[src/rtl/cache_pkg.sv]
// Shared definitions for the cache memory-side stage: bus/line geometry,
// FSM state encoding and line-address helper.
package cache_pkg;

    localparam int ADDR_W           = 32;
    localparam int LINE_W           = 512;
    localparam int WORD_W           = 32;
    localparam int BEATS            = LINE_W / WORD_W;
    localparam int LINE_OFFSET_BITS = 6;
    localparam int CNT_W            = $clog2(BEATS);

    // Byte-offset bits inside one line; cleared to form the line base.
    localparam logic [ADDR_W-1:0] OFFSET_MASK = ADDR_W'((1 << LINE_OFFSET_BITS) - 1);

    typedef enum logic [1:0] {
        IDLE = 2'd0,
        WB   = 2'd1,
        FILL = 2'd2,
        DONE = 2'd3
    } state_t;

    // Align a byte address down to the start of its cache line.
    function automatic logic [ADDR_W-1:0] line_base(input logic [ADDR_W-1:0] addr);
        return addr & ~OFFSET_MASK;
    endfunction

endpackage

[src/rtl/line_fill_ctrl_buf.sv]
// line_shift_buf: one cache line of storage with either a whole-line load
// (victim capture) or a single-word write by index (fill assembly).
// o_line_next exposes the contents as they will be after this cycle, so a
// caller can read a just-loaded line or a just-completed fill without
// waiting an extra cycle.
module line_shift_buf
    import cache_pkg::*;
(
    input  logic              clk,
    input  logic              rst,
    input  logic              i_load_line,
    input  logic [LINE_W-1:0] i_line,
    input  logic              i_word_we,
    input  logic [CNT_W-1:0]  i_word_idx,
    input  logic [WORD_W-1:0] i_word,
    output logic [LINE_W-1:0] o_line_next
);

    logic [LINE_W-1:0] r_line;

    // Next buffer contents: a whole-line load takes priority over a word write.
    always_comb begin
        // NOTE: assign the default first so every path drives the output; a missing else would infer a latch.
        o_line_next = r_line;
        if (i_load_line) begin
            o_line_next = i_line;
        end else if (i_word_we) begin
            o_line_next[i_word_idx*WORD_W +: WORD_W] = i_word;
        end
    end

    // Line storage register.
    always_ff @(posedge clk or negedge rst) begin
        // NOTE: the line store is ordinary flops, so it takes the async reset too; no stale victim or fill survives a reset.
        if (!rst) begin
            r_line <= '0;
        end else begin
            r_line <= o_line_next;
        end
    end

endmodule

[src/rtl/line_fill_ctrl.sv]
// line_fill_ctrl: on a cache miss, writes back an optional dirty victim line
// and then fetches the missing line over a 32-bit req/ack word bus, 16 beats
// per line, returning the assembled line with a one-cycle valid pulse.
module line_fill_ctrl
    import cache_pkg::*;
(
    input  logic              clk,
    input  logic              rst,
    input  logic              fill_req,
    input  logic [ADDR_W-1:0] fill_addr,
    input  logic              wb_req,
    input  logic [ADDR_W-1:0] wb_addr,
    input  logic [LINE_W-1:0] wb_data,
    output logic [LINE_W-1:0] fill_data,
    output logic              fill_valid,
    output logic              wb_done,
    output logic              busy,
    output logic              mem_req,
    output logic              mem_we,
    output logic [ADDR_W-1:0] mem_addr,
    output logic [WORD_W-1:0] mem_wdata,
    input  logic [WORD_W-1:0] mem_rdata,
    input  logic              mem_ack
);

    state_t            r_state, w_nxt_state;
    logic [CNT_W-1:0]  r_cnt, w_nxt_cnt;
    logic [ADDR_W-1:0] r_cur_base, w_nxt_base;
    logic [ADDR_W-1:0] r_fill_base, w_nxt_fill_base;
    logic              w_beat_done, w_last;
    logic              w_load_wb, w_fill_we;
    logic              w_wb_finish, w_fill_finish;
    logic              w_nxt_active;
    logic [LINE_W-1:0] w_wb_line, w_fill_line;
    logic [WORD_W-1:0] w_wb_word;

    // A beat completes only when a request is outstanding; stray acks are ignored.
    assign w_beat_done  = mem_req && mem_ack;
    assign w_last       = (r_cnt == CNT_W'(BEATS - 1));
    assign w_nxt_active = (w_nxt_state == WB) || (w_nxt_state == FILL);
    assign busy         = (r_state != IDLE);

    // Victim line captured in IDLE, serialised word by word during WB.
    line_shift_buf u_wb_buf (
        .clk         (clk),
        .rst         (rst),
        .i_load_line (w_load_wb),
        .i_line      (wb_data),
        .i_word_we   (1'b0),
        .i_word_idx  (w_nxt_cnt),
        .i_word      ('0),
        .o_line_next (w_wb_line)
    );

    // Word presented on the bus for the beat that starts next cycle.
    assign w_wb_word = w_wb_line[w_nxt_cnt*WORD_W +: WORD_W];

    // Fill line assembled from read beats in beat order.
    line_shift_buf u_fill_buf (
        .clk         (clk),
        .rst         (rst),
        .i_load_line (1'b0),
        .i_line      ('0),
        .i_word_we   (w_fill_we),
        .i_word_idx  (r_cnt),
        .i_word      (mem_rdata),
        .o_line_next (w_fill_line)
    );

    // Next-state, beat counter and line-base selection.
    always_comb begin
        w_nxt_state     = r_state;
        w_nxt_cnt       = r_cnt;
        w_nxt_base      = r_cur_base;
        w_nxt_fill_base = r_fill_base;
        w_load_wb       = 1'b0;
        w_fill_we       = 1'b0;
        w_wb_finish     = 1'b0;
        w_fill_finish   = 1'b0;
        case (r_state)
            IDLE: begin
                if (wb_req) begin
                    w_nxt_state     = WB;
                    w_nxt_cnt       = '0;
                    w_nxt_base      = line_base(wb_addr);
                    w_nxt_fill_base = line_base(fill_addr);
                    w_load_wb       = 1'b1;
                end else if (fill_req) begin
                    w_nxt_state     = FILL;
                    w_nxt_cnt       = '0;
                    w_nxt_base      = line_base(fill_addr);
                    w_nxt_fill_base = line_base(fill_addr);
                end
            end
            WB: begin
                if (w_beat_done) begin
                    if (w_last) begin
                        w_nxt_state = FILL;
                        w_nxt_cnt   = '0;
                        w_nxt_base  = r_fill_base;
                        w_wb_finish = 1'b1;
                    end else begin
                        w_nxt_cnt = r_cnt + 1'b1;
                    end
                end
            end
            FILL: begin
                if (w_beat_done) begin
                    w_fill_we = 1'b1;
                    if (w_last) begin
                        w_nxt_state   = DONE;
                        w_nxt_cnt     = '0;
                        w_fill_finish = 1'b1;
                    end else begin
                        w_nxt_cnt = r_cnt + 1'b1;
                    end
                end
            end
            DONE:    w_nxt_state = IDLE;
            default: w_nxt_state = IDLE;
        endcase
    end

    // State, counter and latched line bases.
    always_ff @(posedge clk or negedge rst) begin
        // NOTE: sequential state uses non-blocking assignments so every register samples the pre-edge values.
        if (!rst) begin
            r_state     <= IDLE;
            r_cnt       <= '0;
            r_cur_base  <= '0;
            r_fill_base <= '0;
        end else begin
            r_state     <= w_nxt_state;
            r_cnt       <= w_nxt_cnt;
            r_cur_base  <= w_nxt_base;
            r_fill_base <= w_nxt_fill_base;
        end
    end

    // Registered bus and completion outputs, computed from the next beat.
    always_ff @(posedge clk or negedge rst) begin
        if (!rst) begin
            mem_req    <= 1'b0;
            mem_we     <= 1'b0;
            mem_addr   <= '0;
            mem_wdata  <= '0;
            wb_done    <= 1'b0;
            fill_valid <= 1'b0;
            fill_data  <= '0;
        end else begin
            mem_req    <= w_nxt_active;
            mem_we     <= (w_nxt_state == WB);
            mem_addr   <= w_nxt_active ? (w_nxt_base | ADDR_W'({w_nxt_cnt, 2'b00})) : '0;
            mem_wdata  <= (w_nxt_state == WB) ? w_wb_word : '0;
            wb_done    <= w_wb_finish;
            fill_valid <= w_fill_finish;
            if (w_fill_finish) begin
                fill_data <= w_fill_line;
            end
        end
    end

endmodule

[config.mk]
export PLATFORM = sky130hd
export DESIGN_NAME = line_fill_ctrl
export DESIGN_NICKNAME = d
export VERILOG_FILES = /design/src/rtl/cache_pkg.sv /design/src/rtl/line_fill_ctrl_buf.sv /design/src/rtl/line_fill_ctrl.sv
export SDC_FILE = /design/constraint.sdc
export NUM_CORES = 2
export LEC_CHECK = 0
export BUFFER_PORTS_ARGS = -buffer_cell sky130_fd_sc_hd__buf_4
export CAP_MARGIN = 20
export CELL_PAD_IN_SITES_DETAIL_PLACEMENT = 0
export CELL_PAD_IN_SITES_GLOBAL_PLACEMENT = 1
export CORE_AREA = 2 2 463 465
export DETAILED_ROUTE_END_ITERATION = 6
export DIE_AREA = 0 0 465 467
export PLACE_DENSITY = 0.72
export SETUP_SLACK_MARGIN = 0.4
export SLEW_MARGIN = 20
export SYNTH_ARGS = -nofsm -noshare
export SYNTH_HDL_FRONTEND = slang
export SYNTH_SLANG_ARGS = --single-unit
[constraint.sdc]
create_clock -name clk -period 5.7 [get_ports clk]
set_input_delay 1.425 -clock clk [delete_from_list [all_inputs] [get_ports clk]]
set_output_delay 1.425 -clock clk [all_outputs]
set_load 0.1 [all_outputs]
-- Word level (Yosys, flattened, before mapping)
Index checks and enable logic that the tools add are counted.
- register bits after elaboration: 1674
- logic and storage cells: 64
- output and inout bits: 581
- bits of input ports: 613
- reduce and logical (&&, ||, !) cells: 7
- shift-type cells: 3
- bitwise logic cells: 1
- add/sub/neg operators: 2
- equal/unequal tests: 6
- multiplexer cells: 32
- operator list (kind ; number):
    $mux 512 ; 2
    $bwmux 512 ; 1
    $shift 32x34->512 const A ; 1
    $shiftx 32x34->512 ; 1
    $shiftx 512x10->32 ; 1
    $mux 32 ; 8
    $pmux 32 s2 ; 1
    $neg 9->34 ; 1
    $or 32x6->32 ; 1
    $mux 4 ; 4
    $mux 2 ; 6
    $mux 1 ; 8
    $pmux 2 s4 ; 1
    $pmux 4 s2 ; 1
    $eq 2x2->1 const B ; 3
    $add 4x1->4 const B ; 1
    $eq 2x1->1 const B ; 2
    $eq 4x4->1 const B ; 1
    $reduce_bool 2->1 ; 2
    $logic_not 2->1 ; 1
    $reduce_and 2->1 ; 1
    $reduce_or 2->1 ; 1
    $logic_and 1x1->1 ; 1
    $logic_or 1x1->1 ; 1

-- Logic depth before layout (Yosys ltp)
- word-level depth: 7
- depth in mapped cells: 14
- gate-level depth less buffers: 13

-- Modules after synthesis
From an unflattened synthesis, not the netlist that was laid out.
- cells, all modules: 6942
- area, all modules: 77441.8 um2
- modules (own cells, without submodules) (module ; seq. area each (um2) ; area an instance (um2) ; times used ; cells an instance):
    line_fill_ctrl ; 16115.5 ; 28990.3 ; 1 ; 2278
    line_shift_buf at u_wb_buf ; 12812.3 ; 24429.7 ; 1 ; 2375
    line_shift_buf at u_fill_buf ; 12812.3 ; 24021.8 ; 1 ; 2289

-- Worst setup path before layout
OpenSTA, ideal clock, no wires.
- path type: input-to-reg
- start: input wb_req
- end: register mem_wdata[10]
- data required time: 5.574 ns
- path buffers: 3
- setup slack: 2.298 ns
- stages on the path: 10
- arrival time: 3.276 ns
- cell sequence: clkbuf_1 nor3b_2 o21ai_1 o21a_1 buf_2 clkbuf_1 mux2i_1 o22a_1 o221ai_1 a221o_1
- word-level cells in the longest chain between the ends: 5
- elaborated cells on any way between the ends: 10
- those cells by class: eq/ne (1); shift (1); mux (8)
- ends and longest elaborated chain (element ; line ; RTL):
    start, declared ; line_fill_ctrl.sv:11 ; input logic wb_req,
    $mux 1 ; line_fill_ctrl.sv:82 ; if (wb_req) begin
    $mux 1 ; line_fill_ctrl.sv:80 ; case (r_state)
    $mux 512 ; line_fill_ctrl_buf.sv:25 ; if (i_load_line) begin
    $shiftx 512x10->32 ; line_fill_ctrl.sv:56 ; assign w_wb_word = w_wb_line[w_nxt_cnt*WORD_W +: WORD_W];
    $mux 32 (*) ; line_fill_ctrl.sv:154 ; mem_wdata <= (w_nxt_state == WB) ? w_wb_word : '0;
    end signal, assigned ; line_fill_ctrl.sv:154 ;
    end, declared ; line_fill_ctrl.sv:21 ; output logic [WORD_W-1:0] mem_wdata,
Every way passes the cells marked *; elsewhere a longest branch is shown, timed or not.
A chain may end at the register's enable or synchronous reset.

-- Final worst setup path
- start: register r_cnt[3]
- end: register mem_wdata[27]
- word-level cells in the longest chain between the ends: 6
- elaborated cells on any way between the ends: 15
- those cells by class: add/sub (1); eq/ne (2); shift (1); mux (11)
- ends and longest elaborated chain (element ; line ; RTL):
    start, declared ; line_fill_ctrl.sv:27 ; logic [CNT_W-1:0] r_cnt, w_nxt_cnt;
    start signal, assigned ; line_fill_ctrl.sv:134 ; r_cnt <= w_nxt_cnt;
    $eq 4x4->1 (*) ; line_fill_ctrl.sv:39 ; assign w_last = (r_cnt == CNT_W'(BEATS - 1));
    $mux 2 (on tied branches) ; line_fill_ctrl.sv:110, line_fill_ctrl.sv:97 ;
    $mux 2 (on tied branches) ; line_fill_ctrl.sv:108, line_fill_ctrl.sv:96 ;
    $pmux 2 s4 (*) ; line_fill_ctrl.sv:80 ;
    net w_nxt_state[0] ; line_fill_ctrl.sv:26 ; state_t r_state, w_nxt_state;
    $eq 2x1->1 (*) ; line_fill_ctrl.sv:154 ;
    $mux 32 (*) ; line_fill_ctrl.sv:154 ;
The timed path passes the listed nets; every way through them passes the cells marked *.

==> flow_summary.ini <==
[grt]
antenna_found_initial = 71
grt_first_pass_wirelength_mm = 362
grt_max_degree = 187
grt.total_usage_pct = 22.8
gr-total-overflow = 0
grt_pass1_vias = 50900

[clocking]
clk_pin_slew_ns = 0.06
clock_path_buffers = 3
cts.htree.levels = 4
cts_buffers = 182
tritoncts = done
ctsResizeCount = 0
clock_sinks = 1668
clock_latency_ns = 0.83
holdBufCountCts = 0
root_buffer = clkbuf_16
post-cts-setup-buffers = 0

[worst_setup_path]
startpoint = r_cnt[3]
reg2reg_depth = 11
r2r_slack_ns = 1.32
worstSetupPathType = flop to flop
endpoint = mem_wdata[27]
cp-start-kind = flop
reg2reg_to = mem_wdata[27]
path_max_fanout = 32
worstPathArrival_ns = 5.15
required_ns = 6.47
cp-end-kind = flop
r2r-start = r_cnt[3]

[placed_design]
dp_cells = 9896
place_hpwl_mm = 184
gp_congestion = 0.897
placed_area_sq_um = 78000
portBuffers = 1181

[yosys]
synth.most_common_cell = nand2_1
ys_ff_latch = 1668
synthAdderAreaFrac_pct = 0.171
synth-simple-area-share_pct = 15.2
synth_top_area_share_pct = 63.5
synth_seq_area_share_pct = 63.5
netlist_area_sq_um = 65700
async_flop_share_pct = 100
synth_top_area_cell = dfrtp_1
synth_compound_area_share_pct = 8.56
synthCells = 6182
synthTopCellsByCount = nand2_1 (2276), dfrtp_1 (1668), mux2_2 (538)
syn_avg_cell_area_sq_um = 10.6
ys.flop_type = dfrtp_1
synth_edf_count = 0
synth_warnings = 0
synth_top_family_by_area = simple AND/OR/NAND/NOR gates
yosys-mux-area-fraction_pct = 10.2
synth.area.top_cells = dfrtp_1 (64%), nand2_1 (13%), mux2_2 (9.2%)
ys_types = 42
synth_xor_area_share_pct = 0
synth_nets = 6804

[routing]
vias = 50800
via_per_inst = 4.95
dr.pass1.iters = 6
wl_per_cell_microns = 24.9
initialDrtViolationCount = 3708
ant_nets = 0
drc = 0
wl_mm = 255

[sta]
worst_pin_slew_ns = 1.10
setup-tns-final_ns = 0
finClkSkew_ns = 0.0538
fmax_mhz = 228
whs_ns = 0.466
hold_violations = 0
grt_setup_unrepaired = no
period_share_pct = 76.8
relSlewSlack_pct = 26.6
layout_min_cycle_time_ns = 4.38
drv_slew = 0
setup_viol = 0

[worst_hold_path]
hp-class = flop to flop

[floorplan]
die-height_microns = 467
fp-row-count = 169
ioPinCount = 1194
coreArea_sq_um = 212000
initial_core_util_pct = 31.1
dieArea_sq_um = 217000
die-width_microns = 465

[flow_run]
drv_cap = 0

[pwr]
leakage_nw = 43.0
power_density_nw_per_um2 = 433
ir_drop_mv = 0.309

[cells_and_area]
fin_cells = 10300
drive_above_1_share_pct = 29.3
nNetsFinal = 7882
syn_to_final_growth_pct = 28.2
design_area_sq_um = 84300
utilization_pct = 39.8

[outcome]
outcome = finished, final reports clean
## power breakdown
group | internal, mW | total [mW] | switching, mW | leakage [nW]
registers | 14.0 | 14.6 | 0.636 | 22.4
clock network | 6.89 | 12.0 | 5.11 | 3.01
logic | 2.72 | 9.86 | 7.15 | 17.6
total | 23.6 | 36.5 | 12.9 | 43.0
## per-layer routing
| metal | part of all wire, % | vias to the layer above | track usage [%] |
|---|---|---|---|
| met3 | 8.1 | 470 | 6.71 |
| li1 | - | 22900 | - |
| met4 | 5.3 | 66 | 11.0 |
| met5 | 0.16 | - | 0 |
| met1 | 38 | 25600 | 27.0 |
| met2 | 49 | 1759 | 38.1 |
## state kept, by name (all words and copies together), names as in the netlist
register           flops
r_cnt                  4
mem_wdata             32
mem_addr              32
u_wb_buf.r_line      512
mem_we                 1
wb_done                1
fill_data            512
r_cur_base            32
u_fill_buf.r_line    512
r_state                2
fill_valid             1
mem_req                1
r_fill_base           26
## how the worst min path moves through the flow
stage,to,from,slack (ns),cells past startpoint
2_1_floorplan,u_wb_buf.r_line[479],u_wb_buf.r_line[479],0.44,2
6_report,u_wb_buf.r_line[3],u_wb_buf.r_line[3],0.47,2
5_1_grt,u_wb_buf.r_line[153],u_wb_buf.r_line[153],0.48,2
3_5_place_dp,u_wb_buf.r_line[16],u_wb_buf.r_line[16],0.45,2
3_3_place_gp,u_wb_buf.r_line[483],u_wb_buf.r_line[483],0.45,2
4_1_cts,u_wb_buf.r_line[1],u_wb_buf.r_line[1],0.47,2
## kinds of logic (layout without fill, tap and decap cells)
group                      after synthesis  count (layout)
other                                    0              29
adders and majority gates                9               9
AOI/OAI and AO/OA                      910             910
DFF                                   1668            1668
muxes                                  604             604
and+or+nand+nor                       2577            2577
buffers and inverters                  414            1632
## metrics by stage
step	worst slack (ns)	total power, mW
after floorplan	2.30	20.8
after global placement	0.803	24.5
after detailed placement	0.773	24.7
after CTS	1.27	36.8
after global routing	1.24	38.3
final	1.32	36.5
## layout make-up
cell class                 count  area (sq um)
clock buffer                 270          5370
antenna                       29          72.6
clock inverter                54           816
fill                       20900        127000
tap                         2821          3530
sequential                  1668         41700
multi-input combinational   4100         22600
inverter                      16          70.1
timing repair buffer        1292         10100
## placed cells by master (no fill, tap or decap), types with 7 or more instances in the layout
master / count
nand2_1: 2258
dfrtp_1: 1668
buf_4: 1258
mux2_2: 538
o21ai_0: 389
clkbuf_16: 182
o21ai_1: 166
nor2_1: 142
o31ai_1: 124
nand3_1: 89
mux2i_1: 66
o22ai_1: 65
a221o_1: 58
clkbuf_8: 48
clkbuf_1: 40
and2_1: 34
buf_12: 33
o22a_1: 32
o221ai_1: 32
diode_2: 29
a22o_1: 27
clkinv_2: 26
nand2_2: 17
clkinv_16: 13
inv_1: 9
ha_1: 9
nor3_1: 8
bufinv_16: 7
## worst max-delay path, cell delays in order, from the launching register on
cell      delay [ns]
dfrtp_1         0.66
nand3_1         0.33
nor2_1          0.39
o22ai_1         0.13
o21ai_0         0.23
ha_1            0.22
inv_1           0.10
a311oi_2        0.65
nand3_2         0.18
buf_12          0.24
o221ai_1        0.90
a221o_1         0.21
Power figures use the tool's default switching activity.
